===== config.mk =====
export PLATFORM = sky130hd
export DESIGN_NAME = fifo_frame_packer_flat
export DESIGN_NICKNAME = d
export VERILOG_FILES = /design/src/rtl/fifo_frame_packer_if.sv /design/src/rtl/fifo_frame_packer.sv /design/src/flat_wrapper.sv
export SDC_FILE = /design/constraint.sdc
export NUM_CORES = 1
export LEC_CHECK = 0
export CORE_ASPECT_RATIO = 1.75
export CORE_UTILIZATION = 31
export DETAILED_ROUTE_END_ITERATION = 10
export PLACE_DENSITY = 0.51
export SETUP_SLACK_MARGIN = 0.05
export SLEW_MARGIN = 25
export SYNTH_ARGS = -nofsm -noshare
export SYNTH_HDL_FRONTEND = slang
export SYNTH_SLANG_ARGS = --single-unit

===== constraint.sdc =====
create_clock -name clk -period 2.5 [get_ports clk]
set_input_delay 0.375 -clock clk [delete_from_list [all_inputs] [get_ports clk]]
set_output_delay 0.375 -clock clk [all_outputs]
set_load 0.01 [all_outputs]

===== src/rtl/fifo_frame_packer_if.sv =====
// ============================================================================
// Module      : fifo_frame_packer_if
// Description : FIFO read port and framed valid/ready output stream bundle.
// Revision    : 1.0 - initial release
// ============================================================================
`default_nettype none

interface fifo_frame_packer_if #(
    parameter int DATA_WIDTH = 8
);
    logic                  fifo_empty;
    logic [DATA_WIDTH-1:0] fifo_data;
    logic                  fifo_rd_en;
    logic                  m_valid;
    logic                  m_ready;
    logic [DATA_WIDTH-1:0] m_data;
    logic                  m_last;

    // Packer side: consumes the FIFO, drives the output stream.
    modport master (
        input  fifo_empty,
        input  fifo_data,
        input  m_ready,
        output fifo_rd_en,
        output m_valid,
        output m_data,
        output m_last
    );

    // Environment side: the FIFO plus the downstream transmitter.
    modport slave (
        output fifo_empty,
        output fifo_data,
        output m_ready,
        input  fifo_rd_en,
        input  m_valid,
        input  m_data,
        input  m_last
    );
endinterface

`default_nettype wire


===== src/rtl/fifo_frame_packer.sv =====
// ============================================================================
// Module      : fifo_frame_packer
// Description : Drains FIFO words into HEADER/length/payload/checksum frames.
// Revision    : 1.0 - initial release
// ============================================================================
`default_nettype none

module fifo_frame_packer #(
    parameter int                    DATA_WIDTH = 8,
    parameter int                    FRAME_LEN  = 4,
    parameter logic [DATA_WIDTH-1:0] HEADER     = 'hA5
) (
    input  wire logic              clk,
    input  wire logic              rst,
    fifo_frame_packer_if.master    bus,
    output logic                   busy,
    output logic [15:0]            frame_cnt
);

    localparam logic [2:0] c_IDLE = 3'd0;
    localparam logic [2:0] c_LEN  = 3'd1;
    localparam logic [2:0] c_PAY  = 3'd2;
    localparam logic [2:0] c_CSUM = 3'd3;
    localparam logic [2:0] c_DONE = 3'd4;

    localparam logic [DATA_WIDTH-1:0] c_FRAME_LEN_W = DATA_WIDTH'(FRAME_LEN);

    logic [2:0]            r_state;
    logic                  r_m_valid;
    logic [DATA_WIDTH-1:0] r_m_data;
    logic                  r_m_last;
    logic [DATA_WIDTH-1:0] r_csum;
    logic [DATA_WIDTH-1:0] r_words_read;
    logic [DATA_WIDTH-1:0] r_words_captured;
    logic                  r_rd_inflight;
    logic [15:0]           r_frame_cnt;

    logic                  w_out_free;
    logic                  w_handshake;
    logic                  w_rd_en;

    assign w_out_free  = !r_m_valid || bus.m_ready;
    assign w_handshake = r_m_valid && bus.m_ready;

    // A read is only issued when the output register is guaranteed free on
    // the capture cycle, so captured data never has to wait or be dropped.
    assign w_rd_en = (r_state == c_PAY) && !bus.fifo_empty && !r_rd_inflight
                     && w_out_free && (r_words_read < c_FRAME_LEN_W);

    assign bus.fifo_rd_en = w_rd_en;
    assign bus.m_valid    = r_m_valid;
    assign bus.m_data     = r_m_data;
    assign bus.m_last     = r_m_last;
    assign frame_cnt      = r_frame_cnt;
    assign busy           = (r_state != c_IDLE) || r_m_valid;

    always_ff @(posedge clk or posedge rst) begin
        if (rst) begin
            r_state          <= c_IDLE;
            r_m_valid        <= 1'b0;
            r_m_data         <= '0;
            r_m_last         <= 1'b0;
            r_csum           <= '0;
            r_words_read     <= '0;
            r_words_captured <= '0;
            r_rd_inflight    <= 1'b0;
            r_frame_cnt      <= '0;
        end else begin
            r_rd_inflight <= w_rd_en;
            if (w_rd_en) begin
                r_words_read <= r_words_read + 1'b1;
            end

            // Later assignments in this block override the handshake clear,
            // which keeps m_valid high when a new beat loads in the same cycle.
            if (w_handshake) begin
                r_m_valid <= 1'b0;
                r_m_last  <= 1'b0;
            end

            if (r_rd_inflight) begin
                r_m_data         <= bus.fifo_data;
                r_m_valid        <= 1'b1;
                r_m_last         <= 1'b0;
                r_csum           <= r_csum + bus.fifo_data;
                r_words_captured <= r_words_captured + 1'b1;
            end

            case (r_state)
                c_IDLE: begin
                    if (!bus.fifo_empty && w_out_free) begin
                        r_m_data  <= HEADER;
                        r_m_valid <= 1'b1;
                        r_state   <= c_LEN;
                    end
                end
                c_LEN: begin
                    if (w_out_free) begin
                        r_m_data         <= c_FRAME_LEN_W;
                        r_m_valid        <= 1'b1;
                        r_csum           <= '0;
                        r_words_read     <= '0;
                        r_words_captured <= '0;
                        r_state          <= c_PAY;
                    end
                end
                c_PAY: begin
                    if (r_words_captured == c_FRAME_LEN_W) begin
                        r_state <= c_CSUM;
                    end
                end
                c_CSUM: begin
                    if (w_out_free) begin
                        r_m_data  <= r_csum;
                        r_m_valid <= 1'b1;
                        r_m_last  <= 1'b1;
                        r_state   <= c_DONE;
                    end
                end
                c_DONE: begin
                    if (w_handshake && r_m_last) begin
                        r_frame_cnt <= r_frame_cnt + 16'd1;
                        r_state     <= c_IDLE;
                    end
                end
                default: begin
                    r_state <= c_IDLE;
                end
            endcase
        end
    end

endmodule

`default_nettype wire


===== src/flat_wrapper.sv =====
// flat-port wrapper written by rule: the top's interface ports become plain ports
module fifo_frame_packer_flat 
#(
    parameter int                    DATA_WIDTH = 8,
    parameter int                    FRAME_LEN  = 4,
    parameter logic [DATA_WIDTH-1:0] HEADER     = 'hA5
)
  (clk, rst, busy, frame_cnt, bus_fifo_empty, bus_fifo_data, bus_m_ready, bus_fifo_rd_en, bus_m_valid, bus_m_data, bus_m_last);
  fifo_frame_packer_if #(.DATA_WIDTH(DATA_WIDTH)) bus_i ();
  input  wire logic clk;
  input  wire logic rst;
  output logic busy;
  output logic [15:0] frame_cnt;
  input wire logic [$bits(bus_i.fifo_empty)-1:0] bus_fifo_empty;
  input wire logic [$bits(bus_i.fifo_data)-1:0] bus_fifo_data;
  input wire logic [$bits(bus_i.m_ready)-1:0] bus_m_ready;
  output wire logic [$bits(bus_i.fifo_rd_en)-1:0] bus_fifo_rd_en;
  output wire logic [$bits(bus_i.m_valid)-1:0] bus_m_valid;
  output wire logic [$bits(bus_i.m_data)-1:0] bus_m_data;
  output wire logic [$bits(bus_i.m_last)-1:0] bus_m_last;
  assign bus_i.fifo_empty = bus_fifo_empty;
  assign bus_i.fifo_data = bus_fifo_data;
  assign bus_i.m_ready = bus_m_ready;
  assign bus_fifo_rd_en = bus_i.fifo_rd_en;
  assign bus_m_valid = bus_i.m_valid;
  assign bus_m_data = bus_i.m_data;
  assign bus_m_last = bus_i.m_last;
  fifo_frame_packer #(.DATA_WIDTH(DATA_WIDTH), .FRAME_LEN(FRAME_LEN), .HEADER(HEADER)) u_core (.clk(clk), .rst(rst), .bus(bus_i), .busy(busy), .frame_cnt(frame_cnt));
endmodule

* Yosys cells after proc, flatten, opt, wreduce, memory -nomap -nowiden
Cells that the tools add are included.
Cells by class: reduce and logical (&&, ||, !) cells 17, order comparisons 1, $add $sub $neg 4, equal/unequal tests 10, multiplexer cells 29
Operators by type and width (number):
- $mux W8 | 13
- $pmux W8 S3 | 1
- $add A16 B1 Y16 const B | 1
- $add A8 B1 Y8 const B | 2
- $mux W3 | 5
- $pmux W3 S5 | 1
- $add A8 B8 Y8 | 1
- $eq A8 B3 Y1 const B | 1
- $lt A8 B3 Y1 const B | 1
- $mux W1 | 8
- $ne A2 B1 Y1 const B | 4
- $logic_and A1 B1 Y1 | 7
- $eq A3 B2 Y1 const B | 2
- $reduce_and A5 Y1 | 1
- $eq A3 B1 Y1 const B | 1
- $eq A3 B3 Y1 const B | 1
- $logic_not A1 Y1 | 3
- $logic_not A3 Y1 | 1
- $reduce_bool A3 Y1 | 1
- $logic_or A1 B1 Y1 | 2
- $ne A2 B2 Y1 const B | 1
- $pmux W1 S2 | 1
- $reduce_and A2 Y1 | 1
- $reduce_or A2 Y1 | 1
Word-level totals: input bits 12, register bits after elaboration 54, word-level logic and storage cells 70, output and inout bits 28

* Longest topological paths before layout
Gate-level depths: netlist (run 1).
depth after elaboration 8, gate-level depth with buffers 7

* Worst setup path before layout (run 1)
No wires, ideal clock.
kind in2reg, start input port bus_fifo_data[0], end register u_core.r_csum[6], setup slack 0.680 ns, buffers on the path 0, setup time 0.087 ns, stages 7, arrival time 1.733 ns, cells stage by stage ha_1 -> fa_1 -> a21o_1 -> a21oi_1 -> a2bb2oi_1 -> nand4_1 -> o211ai_1
Between the ends: cells in the longest elaborated chain, start to end 4
Ends and longest elaborated chain:
- start, declared | RTL line flat_wrapper.sv:15 | input wire logic [$bits(bus_i.fifo_data)-1:0] bus_fifo_data;
- $add A8 B8 Y8 * | RTL line fifo_frame_packer.sv:85 | r_csum <= r_csum + bus.fifo_data;
- $mux W8 * | RTL line fifo_frame_packer.sv:81 | if (r_rd_inflight) begin
- $mux W8 | RTL line fifo_frame_packer.sv:98 | if (w_out_free) begin
- $mux W8 * | RTL line fifo_frame_packer.sv:89 | case (r_state)
- end signal, assigned | RTL line fifo_frame_packer.sv:85
- end, declared | RTL line fifo_frame_packer.sv:32 | logic [DATA_WIDTH-1:0] r_csum;
Every way passes the cells marked *; elsewhere a longest branch is shown, timed or not. A chain may end at the register's enable or synchronous reset.

* Final worst setup path (run 1)
start input port bus_fifo_empty, end output port bus_fifo_rd_en
Between the ends: cells in the longest elaborated chain, start to end 5
Ends and longest elaborated chain:
- start, declared | RTL line flat_wrapper.sv:14 | input wire logic [$bits(bus_i.fifo_empty)-1:0] bus_fifo_empty;
- $logic_not A1 Y1 | RTL line fifo_frame_packer.sv:47 | assign w_rd_en = (r_state == c_PAY) && !bus.fifo_empty && !r_rd_inflight
- $logic_and A1 B1 Y1 (2 in series) | RTL line fifo_frame_packer.sv:47
- $logic_and A1 B1 Y1 (2 in series) | RTL line fifo_frame_packer.sv:48 | && w_out_free && (r_words_read < c_FRAME_LEN_W);
- end, declared | RTL line flat_wrapper.sv:17 | output wire logic [$bits(bus_i.fifo_rd_en)-1:0] bus_fifo_rd_en;
Every way passes these cells.

==> results of run 1 <==
-- layout make-up --
cell class	instances	area [µm²]
clock buffers	6	129
repair buffers	50	485
well taps	117	146
multi-input cells	197	1350
fillers	907	5180
flip-flops and latches	54	1350
inverters	4	15.0
clock inverters	1	7.51
-- state kept, by name, summed over array words and instances, names as in the netlist, named ones only --
register,count
u_core.bus.m_data,8
u_core.bus.m_last,1
u_core.bus.m_valid,1
u_core.frame_cnt,16
u_core.r_csum,8
u_core.r_rd_inflight,1
u_core.r_state,3
u_core.r_words_captured,8
u_core.r_words_read,3
-- layer usage --
| layer | up-vias | track usage | wire [µm] |
|---|---|---|---|
| li1 | 1015 | - | - |
| met1 | 1014 | 0.167 | 2470 |
| met2 | 35 | 0.277 | 3470 |
| met3 | 6 | 0.0262 | 215 |
| met4 | 0 | 0.0611 | 114 |
| met5 | - | 0 | 0 |
-- cells in the final DEF (no fill, tap or decap), types with 4 or more instances in the layout --
cell,netlist,final
ha_1,11,11
xor2_1,14,14
nor2b_1,4,4
and2_1,5,5
mux2i_1,14,14
nand4_1,8,8
nand3_1,6,6
mux2_2,5,5
xnor2_1,12,12
clkbuf_16,0,5
o21ai_0,11,11
dfrtp_1,54,54
nor3_1,4,4
nor2_1,29,29
a21oi_1,16,16
buf_4,1,10
nand2_1,20,20
and3_1,10,10
clkdlybuf4s50_1,0,39
-- tightest hold or removal path, stage by stage --
cell             delay, ns
clkdlybuf4s50_1       0.41
inv_2                 0.07
buf_12                0.25
-- where the power goes --
group | internal, W | total, W | switching (W)
clock | 0.000367 | 0.000676 | 0.000309
combinational | 0.000596 | 0.00122 | 0.000623
sequential | 0.00106 | 0.00123 | 0.000177
-- metrics by stage --
step                setup WS (ns)  utilization
finish                      0.207        0.402
global route                0.132        0.402
CTS                         0.149        0.402
detailed placement         0.0464        0.386
global placement           0.0828        0.386
floorplan                   0.680            -
-- cells by family (layout without fill, tap and decap cells) --
| kind of cell | after synthesis | count (layout) | share of synthesized area |
|---|---|---|---|
| compound gates | 36 | 36 | 0.0738 |
| fa+ha+maj | 12 | 12 | 0.0570 |
| simple gates | 104 | 104 | 0.205 |
| xor+xnor | 26 | 26 | 0.0824 |
| mux | 19 | 19 | 0.0711 |
| buf+inv | 14 | 61 | 0.0217 |
| flops | 54 | 54 | 0.489 |
-- how the worst max path moves through the flow --
stage / start / cells past startpoint / endpoint
after floorplan: bus_fifo_data[0] / 7 / u_core.r_csum[6]
after global placement: bus_fifo_data[0] / 8 / u_core.r_csum[6]
after detailed placement: bus_fifo_data[0] / 8 / u_core.r_csum[6]
after CTS: flip-flop / 3 / bus_fifo_rd_en
after global routing: flip-flop / 3 / bus_fifo_rd_en
final: bus_fifo_empty / 4 / bus_fifo_rd_en
==> key figures, run 1 <==
Finish
  • Nets: ~340
  • Area growth syn-to-layout: 26.2%
  • Design Area, Final: 3490 µm²
  • Antenna cells: 0
  • Proportion of layout cells with a drive suffix above 1: 0.0897
  • Fin cells: about 430

Route
  • Vias per cell: between 4 and 5
  • DRC: 0
  • Pre-antenna DRT Iters: 5
  • Average wire per standard cell: roughly 15 µm
  • WL final: 6.27 mm
  • Post-route ant nets: 0
  • Initial DRC Count: 87
  • Via count: 2070

GRT
  • Number of global-route vias before repair: about 2200
  • Grt ovf: 0
  • GRT Util Overall: 0.151
  • Antenna violations before repair: 0
  • First-pass GRT wire length: between 10 and 15 mm
  • Pin count of the biggest net entering global routing: 55

Logic synthesis
  • Mapped cell area: roughly 2800 µm²
  • Synth Flop Type: dfrtp_1
  • Synth warn: 0
  • Register bit total from synthesis: 54
  • Cells taking the most area after synthesis: dfrtp_1, mux2i_1, ha_1
  • Yosys cell types: 39
  • Syn Nets: 289
  • Number of flops mapped to enable cells by yosys: 0
  • Count leader, synth: dfrtp_1
  • Gate Count Post-Synth: roughly 270
  • Post-synth ARST share: 1.00
  • Area leader, netlist: dfrtp_1
  • Synth Area per Inst: approximately 10 µm²
  • Synth top cells by count: dfrtp_1, nor2_1, nand2_1, a21oi_1
  • Sequential area share after synthesis: 0.489
  • Post-synth top area share: 0.489

Clock network
  • H-tree Lvls: 2
  • Post-CTS Setup Inserts: 0
  • Worst-path clk slew: roughly 0.07 ns
  • Cts repair resizes: 0
  • Num CTS Buffers: 5
  • Clk_lat worst skew: about 0.29 ns
  • CTS tree: yes
  • Root Driver: clkbuf_16
  • Clk buf depth: 2
  • CTS Hold Bufs: 0
  • Clock sink count: 54

STA
  • Crit path time final: 2.29 ns
  • Period utilization: 0.917
  • RSZ-0062 raised after global routing: no
  • Fin Clk Skew: around 0.0094 ns
  • Relative slew slack: 0.608
  • Worst slew pin tran: slightly below 0.6 ns
  • Slew Viols, Final: 0
  • Count of final hold-check violations: 0
  • Final setup vio count: 0
  • Hold WS: around 0.43 ns
  • Max Fclk: 0.436 GHz
  • Sum Neg Setup Slack: 0 ns

Floorplan
  • I/O pin count: 40
  • Area of the die: ~9300 µm²
  • Width of the die: approximately 73 µm
  • Row count: 45
  • Core area: 8670 µm²
  • Die Y: roughly 130 µm
  • Initial Util: 0.319

Critical path
  • Worst r2r src: u_core.r_csum[0]
  • Crit path cell chain: clkdlybuf4s50_1 > nor4b_1 > and4_1 > clkdlybuf4s50_1
  • Worst EP arrival: 1.92 ns
  • Worst path required time: approximately 2.1 ns
  • WP buf/inv: 2
  • Critical Path Fanout Max: 2
  • CP startpoint kind: primary input
  • Slowest cell delay on critical path: roughly 0.56 ns
  • Worst R2R Setup Slack: 0.50 ns
  • Worst reg-to-reg path cell count: 7
  • Crit end category: primary output
  • Crit-path leading delay family: buffers and inverters
  • CP max stage cell: clkdlybuf4s50_1
  • Setup Crit Path Kind: primary input to primary output
  • R2r endpoint: u_core.r_csum[6]
  • Top cell by count, worst path: clkdlybuf4s50_1

Power and ir drop
  • Peak supply drop: between 0.3 and 0.4 mV
  • Total power draw: approximately 0.0031 W
  • LEAKAGE: 1.59 nW
  • PD cells: roughly 900 nW/µm²

Min path
  • Hold crit path type: primary input to asynchronous set/reset pin

Placement
  • Area after DPL: ~3400 µm²
  • DP HPWL: about 4.5 mm
  • Gp weighted congestion: slightly below 0.8
  • Cells after DPL: around 420
  • Port Buffers: 39

Run status
  • Status: finished, final reports clean

Run
  • Max Cap Viol: 0
(Power assumes the default switching activity.)
==> run 2: changes to the inputs <==
TNS_END_PERCENT = 10   (was not set)
==> results of run 2 <==
The final DEF is identical to that of run 1; final timing and power are the same.
==> run 3: changes to the inputs <==
CAP_MARGIN = 20   (was not set)
==> results of run 3 <==
The final DEF is identical to that of run 1; final timing and power are the same.
